===== config.mk =====
export PLATFORM = sky130hd
export DESIGN_NAME = dq_lane_burst
export DESIGN_NICKNAME = d
export VERILOG_FILES = /design/src/rtl/dq_lane_burst.sv
export SDC_FILE = /design/constraint.sdc
export NUM_CORES = 1
export LEC_CHECK = 0
export CELL_PAD_IN_SITES_DETAIL_PLACEMENT = 0
export CELL_PAD_IN_SITES_GLOBAL_PLACEMENT = 1
export CORE_MARGIN = 8
export CORE_UTILIZATION = 30
export DETAILED_ROUTE_END_ITERATION = 7
export MAX_ROUTING_LAYER = met4
export PLACE_DENSITY_LB_ADDON = 0.2
export SYNTH_ARGS = -nofsm -noshare
export SYNTH_HDL_FRONTEND = slang
export SYNTH_SLANG_ARGS = --single-unit

===== constraint.sdc =====
create_clock -name clk_div -period 1.72 [get_ports clk_div]
set_clock_uncertainty 0.1 [all_clocks]
set_input_delay 0.172 -clock clk_div [delete_from_list [all_inputs] [get_ports clk_div]]
set_output_delay 0.172 -clock clk_div [all_outputs]
set_load 0.005 [all_outputs]

===== src/rtl/dq_lane_burst.sv =====
// Burst sequencer for one DDR3 byte lane: serializes BL8 writes into 4-beat PHY words,
// gathers two 4-beat PHY captures into a 64-bit read burst, and controls DCI termination.
//
// state  | meaning
// IDLE   | lane tristated, termination off, ready for either command
// W_PRE  | write preamble, driver enabled, data zero
// W_D0   | write beats 0-3 on din
// W_D1   | write beats 4-7 on din
// W_POST | write post-amble; a new write here continues without preamble
// R_WAIT | counting down the programmed read latency, termination on
// R_CAP0 | capturing beats 0-3 from dout
// R_CAP1 | capturing beats 4-7 from dout, then publishing rd_data
module dq_lane_burst #(
  parameter int DQ_WIDTH = 8,
  parameter int LAT_BITS = 5
) (
  input  logic                    clk_div,
  input  logic                    rst_n,
  input  logic                    wr_start,
  input  logic [8*DQ_WIDTH-1:0]   wr_data,
  output logic                    wr_ready,
  input  logic                    rd_start,
  input  logic [LAT_BITS-1:0]     rd_lat,
  output logic                    rd_ready,
  output logic [8*DQ_WIDTH-1:0]   rd_data,
  output logic                    rd_valid,
  output logic [4*DQ_WIDTH-1:0]   din,
  output logic [4*DQ_WIDTH-1:0]   tin,
  input  logic [4*DQ_WIDTH-1:0]   dout,
  output logic                    dci_disable,
  output logic                    cmd_err
);

  localparam int BW = 8 * DQ_WIDTH;
  localparam int NW = 4 * DQ_WIDTH;

  typedef enum logic [2:0] {
    IDLE, W_PRE, W_D0, W_D1, W_POST, R_WAIT, R_CAP0, R_CAP1
  } state_t;

  state_t              state_q, state_d;
  logic [BW-1:0]       wdat_q, wdat_d;
  logic [BW-1:0]       rd_data_q, rd_data_d;
  logic [NW-1:0]       cap_lo_q, cap_lo_d;
  logic [LAT_BITS-1:0] cnt_q, cnt_d;
  logic [NW-1:0]       din_q, din_d;
  logic [NW-1:0]       tin_q, tin_d;
  logic                dci_q, dci_d;
  logic                rd_valid_q, rd_valid_d;
  logic                cmd_err_q, cmd_err_d;
  logic                wr_ready_q, wr_ready_d;
  logic                rd_ready_q, rd_ready_d;
  logic                wr_ok, rd_ok;

  // Beat-major (k*DQ_WIDTH+i) to PHY bit-slice-major (4i+k) ordering, and back.
  function automatic logic [NW-1:0] to_phy(input logic [NW-1:0] beats);
    logic [NW-1:0] r;
    r = '0;
    for (int i = 0; i < DQ_WIDTH; i++)
      for (int k = 0; k < 4; k++)
        r[4*i+k] = beats[k*DQ_WIDTH+i];
    return r;
  endfunction

  function automatic logic [NW-1:0] from_phy(input logic [NW-1:0] p);
    logic [NW-1:0] r;
    r = '0;
    for (int i = 0; i < DQ_WIDTH; i++)
      for (int k = 0; k < 4; k++)
        r[k*DQ_WIDTH+i] = p[4*i+k];
    return r;
  endfunction

  always_comb begin
    state_d    = state_q;
    wdat_d     = wdat_q;
    rd_data_d  = rd_data_q;
    cap_lo_d   = cap_lo_q;
    cnt_d      = cnt_q;
    rd_valid_d = 1'b0;

    wr_ok     = wr_start && (state_q == IDLE || state_q == W_POST);
    rd_ok     = rd_start && (state_q == IDLE) && !wr_start;
    cmd_err_d = (wr_start && !wr_ok) || (rd_start && !rd_ok);

    case (state_q)
      IDLE: begin
        if (wr_ok) begin
          wdat_d  = wr_data;
          state_d = W_PRE;
        end else if (rd_ok) begin
          cnt_d   = rd_lat;
          state_d = R_WAIT;
        end
      end
      W_PRE:  state_d = W_D0;
      W_D0:   state_d = W_D1;
      W_D1:   state_d = W_POST;
      W_POST: begin
        if (wr_ok) begin
          wdat_d  = wr_data;
          state_d = W_D0;
        end else begin
          state_d = IDLE;
        end
      end
      R_WAIT: begin
        if (cnt_q == '0) state_d = R_CAP0;
        else             cnt_d   = cnt_q - 1'b1;
      end
      R_CAP0: begin
        cap_lo_d = from_phy(dout);
        state_d  = R_CAP1;
      end
      R_CAP1: begin
        rd_data_d  = {from_phy(dout), cap_lo_q};
        rd_valid_d = 1'b1;
        state_d    = IDLE;
      end
      default: state_d = IDLE;
    endcase

    // Outputs are registered, so they are derived from the state being entered.
    din_d = '0;
    tin_d = '1;
    case (state_d)
      W_PRE, W_POST: tin_d = '0;
      W_D0: begin
        tin_d = '0;
        din_d = to_phy(wdat_d[NW-1:0]);
      end
      W_D1: begin
        tin_d = '0;
        din_d = to_phy(wdat_d[BW-1:NW]);
      end
      default: ;
    endcase
    dci_d      = !(state_d inside {R_WAIT, R_CAP0, R_CAP1});
    wr_ready_d = (state_d == IDLE) || (state_d == W_POST);
    rd_ready_d = (state_d == IDLE);
  end

  always_ff @(posedge clk_div) begin
    if (!rst_n) begin
      state_q    <= IDLE;
      wdat_q     <= '0;
      rd_data_q  <= '0;
      cap_lo_q   <= '0;
      cnt_q      <= '0;
      din_q      <= '0;
      tin_q      <= '1;
      dci_q      <= 1'b1;
      rd_valid_q <= 1'b0;
      cmd_err_q  <= 1'b0;
      wr_ready_q <= 1'b1;
      rd_ready_q <= 1'b1;
    end else begin
      state_q    <= state_d;
      wdat_q     <= wdat_d;
      rd_data_q  <= rd_data_d;
      cap_lo_q   <= cap_lo_d;
      cnt_q      <= cnt_d;
      din_q      <= din_d;
      tin_q      <= tin_d;
      dci_q      <= dci_d;
      rd_valid_q <= rd_valid_d;
      cmd_err_q  <= cmd_err_d;
      wr_ready_q <= wr_ready_d;
      rd_ready_q <= rd_ready_d;
    end
  end

  assign din         = din_q;
  assign tin         = tin_q;
  assign dci_disable = dci_q;
  assign rd_data     = rd_data_q;
  assign rd_valid    = rd_valid_q;
  assign cmd_err     = cmd_err_q;
  assign wr_ready    = wr_ready_q;
  assign rd_ready    = rd_ready_q;

endmodule


### Word level (Yosys, flattened, before mapping)

Cells that the tools add are included.

| storage, ports and cells | value |
|---|---|
| output and inout bits | 133 |
| input port bits | 105 |
| logic and storage cells | 64 |
| register bits after elaboration | 237 |

| cells by class | value |
|---|---|
| add/subtract/negate cells | 1 |
| reductions and logical operators | 20 |
| equal/unequal tests | 17 |
| muxes and demuxes | 14 |

Operators by type and width:

| operator | number |
|---|---|
| 64-bit 2-to-1 mux | 2 |
| 32-bit case mux with 2 select lines | 1 |
| 32-bit 2-to-1 mux | 1 |
| 3-bit equality test (second input constant) | 8 |
| 3-bit case mux with 8 select lines | 1 |
| 5-bit 2-to-1 mux | 3 |
| 3-bit by 2-bit equality test with 1-bit output (second input constant) | 4 |
| 5-bit case mux with 2 select lines | 1 |
| 3-bit 2-to-1 mux | 3 |
| 3-bit by 1-bit equality test with 1-bit output (second input constant) | 2 |
| 3-bit logical NOT | 2 |
| 2-bit != test (second input constant) | 3 |
| 1-bit logical AND | 5 |
| 5-bit logical NOT | 1 |
| 5-bit by 1-bit subtractor with 5-bit output (second input constant) | 1 |
| 1-bit logical NOT | 4 |
| 4-bit AND reduction | 1 |
| 4-bit OR reduction | 1 |
| 1-bit logical OR | 3 |
| 3-bit nonzero test | 1 |
| 2-bit 2-to-1 mux | 1 |
| 2-bit nonzero test | 1 |
| 2-bit OR reduction | 1 |
| 1-bit 2-to-1 mux | 1 |

### Logic depth before layout (Yosys ltp)

| depth | value |
|---|---|
| depth after elaboration | 9 |
| mapped depth | 7 |
| mapped depth without buffers | 6 |

### Worst setup path before layout

No wires, ideal clock.

| timing path | value |
|---|---|
| kind | flip-flop to flip-flop |
| from | register cnt_q[0] |
| to | register cnt_q[0] |
| required time | 1.501 ns |
| data arrival time | 1.462 ns |
| setup slack | 0.039 ns |
| cell stages (with the launch flop) | 7 |
| clock period less this slack | 1.681 ns |
| buffers on the path | 0 |
| path through | dfxtp_1 > inv_1 > ha_1 > nor4b_2 > a2bb2oi_2 > a21oi_1 > o221a_2 |

| between the ends | value |
|---|---|
| word-level cells in the longest chain between the ends | 3 |
| elaborated cells on any way between the ends | 6 |
| classes of those cells | 1 x add/sub; 1 x eq/ne; 2 x mux; 2 x reduce/logical |

Ends and longest elaborated chain:

| item | line | text |
|---|---|---|
| start, declared | 45 | `logic [LAT_BITS-1:0] cnt_q, cnt_d;` |
| start signal, assigned | 162 | `cnt_q <= cnt_d;` |
| 5-bit by 1-bit subtractor with 5-bit output / 5-bit logical NOT (equally long branches) | 109, 108 |  |
| 5-bit 2-to-1 mux / 2-bit != test (equally long branches) | - |  |
| 5-bit case mux with 2 select lines / 4-bit AND reduction (equally long branches) | - |  |

Several ways; a longest one is shown, not always the timed one. The select of a mux whose other input is x is not followed.
A chain may end at the register's enable or synchronous reset.

### Final worst setup path

| timing path | value |
|---|---|
| from | register cnt_q[1] |
| to | register tin_q[30], in the netlist tin[30] |

| between the ends | value |
|---|---|
| word-level cells in the longest chain between the ends | 6 |
| elaborated cells on any way between the ends | 9 |
| classes of those cells | 4 x eq/ne; 3 x mux; 2 x reduce/logical |

Ends and longest elaborated chain:

| item | line | text |
|---|---|---|
| 5-bit logical NOT (*) | 108 | `if (cnt_q == '0) state_d = R_CAP0;` |
| 3-bit 2-to-1 mux (*) | 108 |  |
| 3-bit case mux with 8 select lines (*) | 86 | `case (state_q)` |
| 3-bit equality test (tied with other cells) | 126 | `case (state_d)` |
| 4-bit OR reduction (no source line) (*) | - |  |
| 32-bit 2-to-1 mux (*) | 126 |  |
| end signal, assigned | 164 | `tin_q <= tin_d;` |
| end, declared | 47 | `logic [NW-1:0] tin_q, tin_d;` |

Every way passes the cells marked *; elsewhere a longest branch is shown, timed or not.

==> results.json <==
{
  "cp-end-kind": "flip-flop",
  "hold_violations": 0,
  "grt_use_total": 0.151,
  "fin_nets": 1224,
  "setup_viol": 0,
  "gr-usage-met3": 0.0354,
  "max_slew_margin": 0.728,
  "cts_hold_buf": 0,
  "worstPathMaxFanout": 3,
  "drtIter0Drc": 337,
  "synthXorXnorAreaFrac": 0.00115,
  "row_count": 58,
  "fp.dieW_um": 175,
  "cts_tree": "yes",
  "synth_adder_area_share": 0.00328,
  "clock_sinks": 206,
  "synth_compound_area_frac": 0.184,
  "synthSimpleGateAreaFrac": 0.186,
  "holdWs_ns": 0.138,
  "power.density_nw_per_um2": 1090,
  "status": "complete, no violations",
  "period_share": 0.972,
  "worstMarginPinSlew_ns": 0.406,
  "fmax_mhz": 598,
  "n_fill_cell": 2538,
  "path_cells": "inv_2 > ha_4 > or4b_4 > o21a_1 > a211oi_2 > o21bai_1",
  "drive_gt1_frac": 0.145,
  "use_met2": 0.245,
  "ys_types": 43,
  "ant_nets": 0,
  "rsz0062_at_grt": "yes",
  "area_growth_pct": 49.2,
  "yosys.area.top_type_share": 0.541,
  "layout_commonest_cell": "nand2_1",
  "core_area_um2": 25000,
  "grt_pass1_vias": 6898,
  "crit_buf_inv": 1,
  "dieArea_um2": 30800,
  "drv_cap": 0,
  "mostFrequentLayoutCells": "nand2_1, clkdlybuf4s50_1, dfxtp_1",
  "cts.clk_slew.worst_paths_ns": 0.06,
  "maxSlewViolCount": 0,
  "yosys_register_bits": 206,
  "ir_drop_mv": 0.546,
  "synth_nets": 1001,
  "insertion_delay_ns": 0.50,
  "routed_wl_um": 23600,
  "antenna_found_initial": 1,
  "crit_arrival_ns": 1.95,
  "dp_hpwl_um": 15800,
  "cts_max_level": 1,
  "clk_path_buf_depth": 3,
  "fin_crit_ns": 1.67,
  "multiInputGateArea_um2": 3000,
  "path_class": "flip-flop to flip-flop",
  "port_buffers": 237,
  "gp_congestion": 0.770,
  "cts-buffers-inserted": 24,
  "synth_cells": 894,
  "netlist_area_um2": 7620,
  "synth.avg_cell_area_um2": 8.53,
  "crit_family": "simple AND/OR/NAND/NOR gates",
  "grt_pass1_wl_um": 37500,
  "die_y_um": 175,
  "grt_overflow": 0,
  "synth_top_family_by_area": "simple AND/OR/NAND/NOR gates",
  "min_path_type": "input port to flip-flop",
  "synth-seq-area-share": 0.541,
  "drcViolationCount": 0,
  "grt_max_degree": 66,
  "routed_via_density": 4.58,
  "initial_utilization": 0.304,
  "required_ns": 2.00,
  "ctsRootBufferMaster": "clkbuf_16",
  "via_count": 6712,
  "drt_first_pass_iters": 5,
  "cp_slowest_stage_delay_ns": 0.46,
  "p_leak_nw": 4.09,
  "yosysWarnings": 0,
  "register_area_um2": 4130,
  "layout_setup_ws_ns": 0.0480,
  "grt_busiest_layer": "met2",
  "synthTopCellsByArea": "dfxtp_1, nand2_1, a21oi_1, a22o_1, buf_4",
  "place_ws_ns": -0.260,
  "crit_path_top_delay_cell": "or4b_4",
  "synth.mux.area_fraction": 0.00148,
  "startpoint_type": "flip-flop",
  "num_io_pins": 238,
  "synth_top_cell_by_area": "dfxtp_1",
  "met1_usage": 0.189,
  "drt-wirelength-per-cell_um": 16.2
}
[stage by stage]
stage | cell area, um^2 | util | power (W) | setup TNS (ns) | cells
2_1_floorplan | 7620 | - | 0.00646 | 0 | 894
3_3_place_gp | 10400 | 0.416 | 0.00751 | -13.87 | 1415
3_5_place_dp | 10400 | 0.416 | 0.00751 | -13.88 | 1415
4_1_cts | 11200 | 0.449 | 0.0125 | -0.00839 | 1459
5_1_grt | 11400 | 0.454 | 0.0130 | -0.0363 | 1464
6_report | 11400 | 0.454 | 0.0124 | 0 | 1464
[report_power, final]
part           leakage [nW]  internal, W  switching [W]
clock network         0.398      0.00304        0.00196
registers              1.67      0.00504       0.000108
logic                  2.02      0.00115        0.00107
total                  4.09      0.00922        0.00314
[state kept, by name, indices dropped and copies added, names as in the netlist, 3 cells and up]
signal    flops
cap_lo_q     32
cnt_q         5
din          32
rd_data      64
state_q       3
wdat_q       64
[final timing paths]
kind	end	startpoint	slack, ns	depth (start not counted)
max reg2reg	tin[30]$_SDFF_PN1_	cnt_q[1]$_SDFFE_PN0P_	0.05	6
max	tin[30]$_SDFF_PN1_	cnt_q[1]$_SDFFE_PN0P_	0.05	6
min reg2reg	rd_data[6]$_SDFFE_PN0P_	cap_lo_q[6]$_SDFFE_PN0P_	0.35	2
min	wdat_q[8]$_SDFF_PN0_	wr_data[8]	0.14	3
[synth_stat cells, drive strengths merged]
library cell	n
nand2	329
dfxtp	206
a21oi	169
buf	77
a22o	32
clkbuf	20
nor2	14
inv	6
a211oi	4
nor4b	3
o211ai	3
o31ai	3
a21o	2
a311oi	2
ha	2
nand2b	2
nor3	2
or4b	2
a221oi	1
a2bb2oi	1
and3	1
mux2	1
nand3	1
nand3b	1
nor3b	1
nor4	1
o21a	1
o21ai	1
o21bai	1
o221a	1
o22ai	1
or2	1
or3b	1
xor2	1
[worst register-to-register path, stage by stage, from the launching register on]
cell      delay [ns]
dfxtp_2         0.32
inv_2           0.08
ha_4            0.14
or4b_4          0.46
o21a_1          0.13
a211oi_2        0.21
o21bai_1        0.12
[logic make-up (layout without fill, tap and decap cells)]
| logic type | count (synthesis) | in the layout |
|---|---|---|
| AND/OR/NAND/NOR | 359 | 359 |
| AO/OA/AOI/OAI | 222 | 223 |
| flip-flops | 206 | 206 |
| buffers and inverters | 103 | 341 |
| adder cells (fa/ha/maj) | 2 | 2 |
| XOR/XNOR | 1 | 1 |
| multiplexers | 1 | 1 |
| other | 0 | 1 |
[cell type report]
| type | instances | share of cell area |
|---|---|---|
| repair buffers | 293 | 0.265 |
| diodes | 1 | 0.000220 |
| clock inverters | 10 | 0.00682 |
| clock buffers | 32 | 0.0626 |
| multi-input cells | 586 | 0.264 |
| flip-flops and latches | 206 | 0.363 |
| well taps | 330 | 0.0363 |
| inverters | 6 | 0.00242 |
[repair_timing]
action / in CTS / in global routing
cloned: 1 / 2
gates resized for setup: 47 / 18
pin swaps: 3 / 1
setup buffers: 1 / 2
setup endpoints to repair: 73 / 39
[layer usage]
| metal | wire length [um] | part of all wire | up-vias |
|---|---|---|---|
| met5 | 0 | 0 | - |
| met4 | 250 | 0.011 | 0 |
| met3 | 1650 | 0.070 | 21 |
| met2 | 11000 | 0.47 | 179 |
| met1 | 10700 | 0.45 | 3153 |
| li1 | - | - | 3359 |
Note: power is estimated with default switching activity, not from simulation.
